`src/rtl/wb_trace_buffer.sv`:
```
// Writeback trace FIFO: records {cycle stamp, dest reg, data} for every captured
// register write and drains them show-ahead at the consumer's pace.
module wb_trace_buffer #(
  parameter int DEPTH   = 16,
  parameter int STAMP_W = 16,
  parameter bit DROP_R0 = 1'b1
) (
  input  logic                       clk,
  input  logic                       rst,
  input  logic                       wb_regwrite,
  input  logic [4:0]                 wb_waddr,
  input  logic [31:0]                wb_wdata,
  input  logic                       clear,
  output logic                       trace_valid,
  input  logic                       trace_ready,
  output logic [STAMP_W+36:0]        trace_data,
  output logic [$clog2(DEPTH):0]     count,
  output logic                       overflow,
  output logic [7:0]                 drop_count
);

  localparam int AW = $clog2(DEPTH);

  typedef logic [STAMP_W+36:0] entry_t;
  typedef logic [AW:0]         ptr_t;

  localparam ptr_t                 PTR_ONE   = ptr_t'(1);
  localparam logic [STAMP_W-1:0]   STAMP_ONE = {{(STAMP_W-1){1'b0}}, 1'b1};

  entry_t             mem_q [DEPTH];
  ptr_t               wr_ptr_q, wr_ptr_d;
  ptr_t               rd_ptr_q, rd_ptr_d;
  logic [STAMP_W-1:0] stamp_q, stamp_d;
  logic               overflow_q, overflow_d;
  logic [7:0]         drop_count_q, drop_count_d;

  logic full, empty, cap, pop, push;

  // Same index with differing MSB means the writer has lapped the reader once.
  assign full  = (wr_ptr_q[AW] != rd_ptr_q[AW]) && (wr_ptr_q[AW-1:0] == rd_ptr_q[AW-1:0]);
  assign empty = (wr_ptr_q == rd_ptr_q);

  assign cap  = wb_regwrite && !(DROP_R0 && (wb_waddr == 5'd0));
  assign pop  = !empty && trace_ready;
  assign push = cap && (!full || pop);

  // NOTE: every always_comb output gets a default first so no path can infer a latch.
  always_comb begin
    wr_ptr_d     = wr_ptr_q;
    rd_ptr_d     = rd_ptr_q;
    stamp_d      = stamp_q + STAMP_ONE;
    overflow_d   = overflow_q;
    drop_count_d = drop_count_q;
    if (clear) begin
      wr_ptr_d     = '0;
      rd_ptr_d     = '0;
      stamp_d      = '0;
      overflow_d   = 1'b0;
      drop_count_d = '0;
    end else begin
      if (push) wr_ptr_d = wr_ptr_q + PTR_ONE;
      if (pop)  rd_ptr_d = rd_ptr_q + PTR_ONE;
      if (cap && full && !pop) begin
        overflow_d = 1'b1;
        if (drop_count_q != 8'hFF) drop_count_d = drop_count_q + 8'd1;
      end
    end
  end

  // NOTE: sequential state uses non-blocking assignments so all flops update together.
  always_ff @(posedge clk or negedge rst) begin
    if (!rst) begin
      wr_ptr_q     <= '0;
      rd_ptr_q     <= '0;
      stamp_q      <= '0;
      overflow_q   <= 1'b0;
      drop_count_q <= '0;
    end else begin
      wr_ptr_q     <= wr_ptr_d;
      rd_ptr_q     <= rd_ptr_d;
      stamp_q      <= stamp_d;
      overflow_q   <= overflow_d;
      drop_count_q <= drop_count_d;
    end
  end

  // NOTE: the storage array has no reset; the pointers alone decide which entries are live.
  always_ff @(posedge clk) begin
    if (push && !clear) mem_q[wr_ptr_q[AW-1:0]] <= {stamp_q, wb_waddr, wb_wdata};
  end

  assign count       = wr_ptr_q - rd_ptr_q;
  assign trace_valid = !empty;
  assign trace_data  = mem_q[rd_ptr_q[AW-1:0]];
  assign overflow    = overflow_q;
  assign drop_count  = drop_count_q;

endmodule

```
`config.mk`:
```
export PLATFORM = sky130hd
export DESIGN_NAME = wb_trace_buffer
export DESIGN_NICKNAME = d
export VERILOG_FILES = /design/src/rtl/wb_trace_buffer.sv
export SDC_FILE = /design/constraint.sdc
export NUM_CORES = 1
export LEC_CHECK = 0
export BUFFER_PORTS_ARGS = -buffer_cell sky130_fd_sc_hd__buf_4
export CAP_MARGIN = 10
export CORE_MARGIN = 4
export CORE_UTILIZATION = 45
export DETAILED_ROUTE_END_ITERATION = 7
export PLACE_DENSITY = 0.72
export SYNTH_ARGS = -nofsm -noshare
export SYNTH_HDL_FRONTEND = slang
export SYNTH_SLANG_ARGS = --single-unit
```
`constraint.sdc`:
```
create_clock -name clk -period 7.85 [get_ports clk]
set_input_delay 1.1775 -clock clk [delete_from_list [all_inputs] [get_ports clk]]
set_output_delay 1.1775 -clock clk [all_outputs]
set_load 0.05 [all_outputs]
```
== Word level (Yosys, flattened, before mapping) ==
Memory sizes are Yosys's and may differ from the RTL's.
Index checks and enable logic that the tools add are counted.

* Flip-flop bits (word level): 35
* Bits in latches: 0
* RAM bits: 848
* ROM bits: 0
* Bits of input ports: 42
* Word-level logic and storage cells: 46
* Memories: 1

{| class="wikitable"
|+ Memories
! memory !! depth !! width !! read ports !! clocked after memory_dff !! wr ports !! line !! RTL
|-
| mem_q || 16 || 53 || 1 || 0 || 1 || 30 || <nowiki>entry_t mem_q [DEPTH];</nowiki>
|}

* $add $sub $neg: 5
* $mul: 0
* Div/mod/pow operators: 0
* $lt $le $gt $ge: 0
* Equal/unequal tests: 4
* Shift operators: 0
* Multiplexer cells: 12
* Bitwise logic cells: 0
* Reduce and logical (&&, ||, !) cells: 19

{| class="wikitable"
|+ Operator list
! cell !! number
|-
| 2-to-1 mux 8 bit || 3
|-
| 2-to-1 mux 5 bit || 4
|-
| adder 16 x 1 -> 16 bit (second input constant) || 1
|-
| 2-to-1 mux 16 bit || 1
|-
| adder 5 x 1 -> 5 bit (second input constant) || 2
|-
| adder 8 x 1 -> 8 bit (second input constant) || 1
|-
| inequality test 8 bit (second input constant) || 1
|-
| nonzero test 2 bit || 4
|-
| logical AND 1 bit || 7
|-
| equality test 5 bit || 1
|-
| zero test 1 bit || 5
|-
| zero test 5 bit || 1
|-
| subtractor 5 bit || 1
|-
| equality test 4 bit || 1
|-
| 2-to-1 mux 1 bit || 4
|-
| AND reduction 2 bit || 1
|-
| logical OR 1 bit || 1
|-
| inequality test 1 bit || 1
|}

== Logic depth before layout (Yosys ltp) ==
* Depth after elaboration: 8
* Mapped depth: 11
* Gate-level depth less buffers: 7

== Least setup slack after synthesis ==
No wires, ideal clock.

* Path kind: reg2reg
* Start: reg rd_ptr_q[2]
* End: mem mem_q[0][0] (netlist name) (enable)
* Library setup time: 0.529 ns
* Data arrival time: 5.736 ns
* Setup slack: 1.585 ns
* Cell stages (with the launch flop): 11
* Path buffers: 3
* Period minus slack after synthesis: 6.265 ns
* Path through: dfrtp_1 > clkbuf_1 > buf_2 > inv_2 > clkbuf_1 > ha_1 > nand4_1 > nor3_1 > nor3_1 > nand2_1 > nor3_1

* Word-level cells in the longest chain between the ends: 8
* Elaborated cells between the ends (all ways): 11
* Those cells by class: eq/ne (2); mux (2); reduce/logical (7)

{| class="wikitable"
|+ Ends and longest elaborated chain
! what !! line !! RTL
|-
| from (decl) || 32 || <nowiki>ptr_t rd_ptr_q, rd_ptr_d;</nowiki>
|-
| from (signal assigned) || 80 || <nowiki>rd_ptr_q <= rd_ptr_d;</nowiki>
|-
| equality test 5 bit / equality test 4 bit (equally long branches) || 41, 40 ||
|-
| zero test 1 bit / logical AND 1 bit (equally long branches) || 44, 40 ||
|-
| logical AND 1 bit / zero test 1 bit (equally long branches) || 44, 45 ||
|-
| logical OR 1 bit * || 45 || <nowiki>assign push = cap && (!full || pop);</nowiki>
|-
| logical AND 1 bit * || 45 ||
|-
| logical AND 1 bit * || 89 || <nowiki>if (push && !clear) mem_q[wr_ptr_q[AW-1:0]] <= {stamp_q, wb_waddr, wb_wdata};</nowiki>
|-
| 2-to-1 mux 1 bit * || 89 ||
|-
| 2-to-1 mux 1 bit (implied by the code) * || 89 ||
|-
| to (decl) || 30 ||
|}

Mark *: on every way between the ends. The rest lies on a longest branch, timed or not.

== Worst setup path in the final report ==
* Start: reg rd_ptr_q[2]
* End: out trace_data[42]

* Word-level cells in the longest chain between the ends: 1

{| class="wikitable"
|+ Ends and longest elaborated chain
! what !! line !! RTL
|-
| memory read (16 x 53 bit) || n/a ||
|-
| to (decl) || 16 || <nowiki>output logic [STAMP_W+36:0] trace_data,</nowiki>
|}

Every way passes these cells.

==> impl_metrics.yaml <==
synthesis:
  syn_inst: 1679
  ys_seq_elements: 883
  yosysWarnings: 0
  yosysUniqueCellTypes: 39
  seq_area_frac_synth_pct: 77.3
  synth_area_um2: 34100
  yosysTopAreaCell: "edfxtp_1"
  synth_area_leaders: "edfxtp_1 (75%), mux4_2 (14%), dfrtp_1 (2.6%), nand2_1 (2.5%), and3_1 (1.0%)"
  synth_nets: 1733
  synthDominantCellAreaShare_pct: 74.7
  syn_avg_cell_area_um2: 20.3
cts:
  cts_tree: "built"
  holdBufCountCts: 0
  cts-htree-levels: 3
  clk_pin_slew_ns: 0.06
  cts.path.max_buffers: 3
  postCtsSetupRepairBufs: 0
  cts.sinks: 883
  clk_latency_ns: 0.63
  cts_buffers: 88
  clockRootBuffer: "clkbuf_16"
  post_cts_resized: 0
sta:
  tightest_slew_ns: 1.12
  final.setup.tns_ns: 0
  rsz0062_at_grt: "false"
  slew-limit-headroom_pct: 25.1
  setup_ws_ns: 2.60
  fin_crit_ns: 5.25
  fmax_mhz: 190
  skew_ns: 0.0252
  slew_viol_final: 0
  hold_viol_final: 0
  setup_viol: 0
  fin_crit_sh_pct: 66.9
  hold_ws_ns: 0.509
detailed_routing:
  vias: 16558
  ant_nets: 0
  totalWireLength_um: 72300
  drtIter0Drc: 1588
  wl_per_cell_um: 25.3
  via_per_inst: 5.79
  dr.pass1.iters: 5
  drc: 0
placement:
  place_ws_ns: 3.27
  gp_congestion: 0.767
  dp_hpwl_um: 36300
  buffer_ports.inserted: 109
floorplan:
  ios: 110
  core_um2: 74800
  die-width_um: 283
  die_area_um2: 80200
  rows: 100
  start_util_pct: 45.6
  die_h_um: 283
status:
  outcome: "finished, final reports clean"
finish:
  filler_cell_count: 5629
  drive_gt1_share_pct: 26.8
  nets: 1870
  fin_util_pct: 52.2
  mostFrequentLayoutCell: "edfxtp_1"
  final_cell_mix: "edfxtp_1 (848), nand2_1 (226), mux4_2 (212)"
  syn_to_final_growth_pct: 14.6
critical_path:
  crit_required_ns: 6.67
  end_kind: "output port"
  slowest_stage: "dfrtp_4"
  worst_setup_path_start_kind: "flip-flop"
  path_common_cell: "buf_4"
  slowest_delay_ns: 1.16
  cp_cell_sequence: "buf_4, mux4_2, nand2_1, and3_1, a31oi_1, buf_4"
  worstSetupPathType: "reg -> out"
  cp_max_fo: 74
  critPathArrivalTime_ns: 4.07
min_path:
  hold_class: "in -> async"
grt:
  grt_max_degree: 75
  first_global_vias: 17629
  grt-ovfl-total: 0
  grt_pass1_wl_um: 111000
  antenna_found_initial: 1
  gr-usage-all-layers_pct: 18.1
power_and_ir_drop:
  powerDensity_nw_per_um2: 280
  p_leak_nw: 12.5
  peakVddDrop_mv: 0.171
job:
  drv_cap: 0
-- registers in the layout (all words and copies together) (netlist names) --
register,cells
mem_q,848
wr_ptr_q,5
stamp_q,16
overflow,1
drop_count,8
rd_ptr_q,5
-- layer usage --
layer  GRT usage, %  routed length, um  share of wire (%)  vias to the layer above
met1           24.8              29200                 40                     8727
met4           5.65               1850                2.6                        0
li1               -                  -                  -                     7069
met5              0                  0                  0                        -
met2           29.6              35700                 49                      645
met3           3.54               5560                7.7                      117
-- worst max-delay path, delay by kind of cell, from the launching register on --
| kind | cells | cell delay [ns] |
|---|---|---|
| muxes | 1 | 0.35 |
| buffers and inverters | 2 | 1.19 |
| AOI/OAI and AO/OA | 1 | 0.39 |
| and+or+nand+nor | 2 | 0.25 |
| DFF | 1 | 1.16 |
-- power by group --
part	internal [mW]	switching [mW]	total, mW
Clock	2.59	1.70	4.29
Sequential	5.18	0.0676	5.25
Combinational	0.606	0.803	1.41
-- cell families (layout without fill, tap and decap cells) --
logic type	after synthesis	after routing	share of synthesized area [%]
adder cells (fa/ha/maj)	12	12	0.462
other	0	1	0
AND/OR/NAND/NOR	378	378	5.02
flip-flops	883	883	77.3
AO/OA/AOI/OAI	64	64	1.18
multiplexers	213	213	14.0
XOR/XNOR	32	32	0.822
buffers and inverters	97	307	1.23
-- through the flow --
stage	instance area [um2]	power (mW)	instances
4_1_cts	39100	11.1	2858
3_5_place_dp	36100	6.78	2695
5_1_grt	39100	11.3	2858
6_report	39100	10.9	2859
2_1_floorplan	34100	6.40	1679
3_3_place_gp	36100	6.77	2695
-- area by class of cell --
type                       instances  area (um2)  area share [%]
clock inverter                    51         591            1.51
clock buffer                     112        2400            6.13
tap                              969        1210            3.10
timing repair buffer             136        1050            2.68
sequential                       883       26400            67.4
antenna                            1        2.50         0.00640
inverter                           8        30.0          0.0768
multi-input combinational        699        7440            19.1
-- Yosys cell counts --
cell and count:
dfrtp_1 35, nor4b_1 1, xnor2_1 20, or3_1 1, or4_1 1, clkbuf_1 55, and3_1 57, nand2b_1 3
inv_2 2, nor4b_2 2, o21ai_2 1, a21oi_1 5, and4_1 3, a21o_1 2, o21ai_0 1, nand2_1 226
nand4_1 6, edfxtp_1 848, fa_1 1, nor4_4 1, nor3_2 2, mux2i_1 1, buf_1 3, nor3b_1 1
ha_1 11, a31oi_1 53, nor2_1 52, clkinv_1 1, inv_1 5, nor4_2 2, buf_4 7, buf_2 24
nand3_1 11, a31o_1 1, mux4_2 212, nor2b_1 1, xor2_1 12, nor3_1 8, a21boi_1 1
-- final timing paths --
kind / startpoint / to / slack (ns) / cells past startpoint
max in group asynchronous: rst / rd_ptr_q[1] / 6.95 / 1
hold reg to reg: overflow / overflow / 0.54 / 2
min in group clk: overflow / overflow / 0.54 / 2
setup / recovery: rd_ptr_q[2] / trace_data[42] / 2.60 / 6
hold / removal: rst / drop_count[6] / 0.51 / 1
setup reg to reg: rd_ptr_q[2] / mem_q[8][29] / 3.35 / 8
Note: power is estimated with default switching activity, not from simulation.
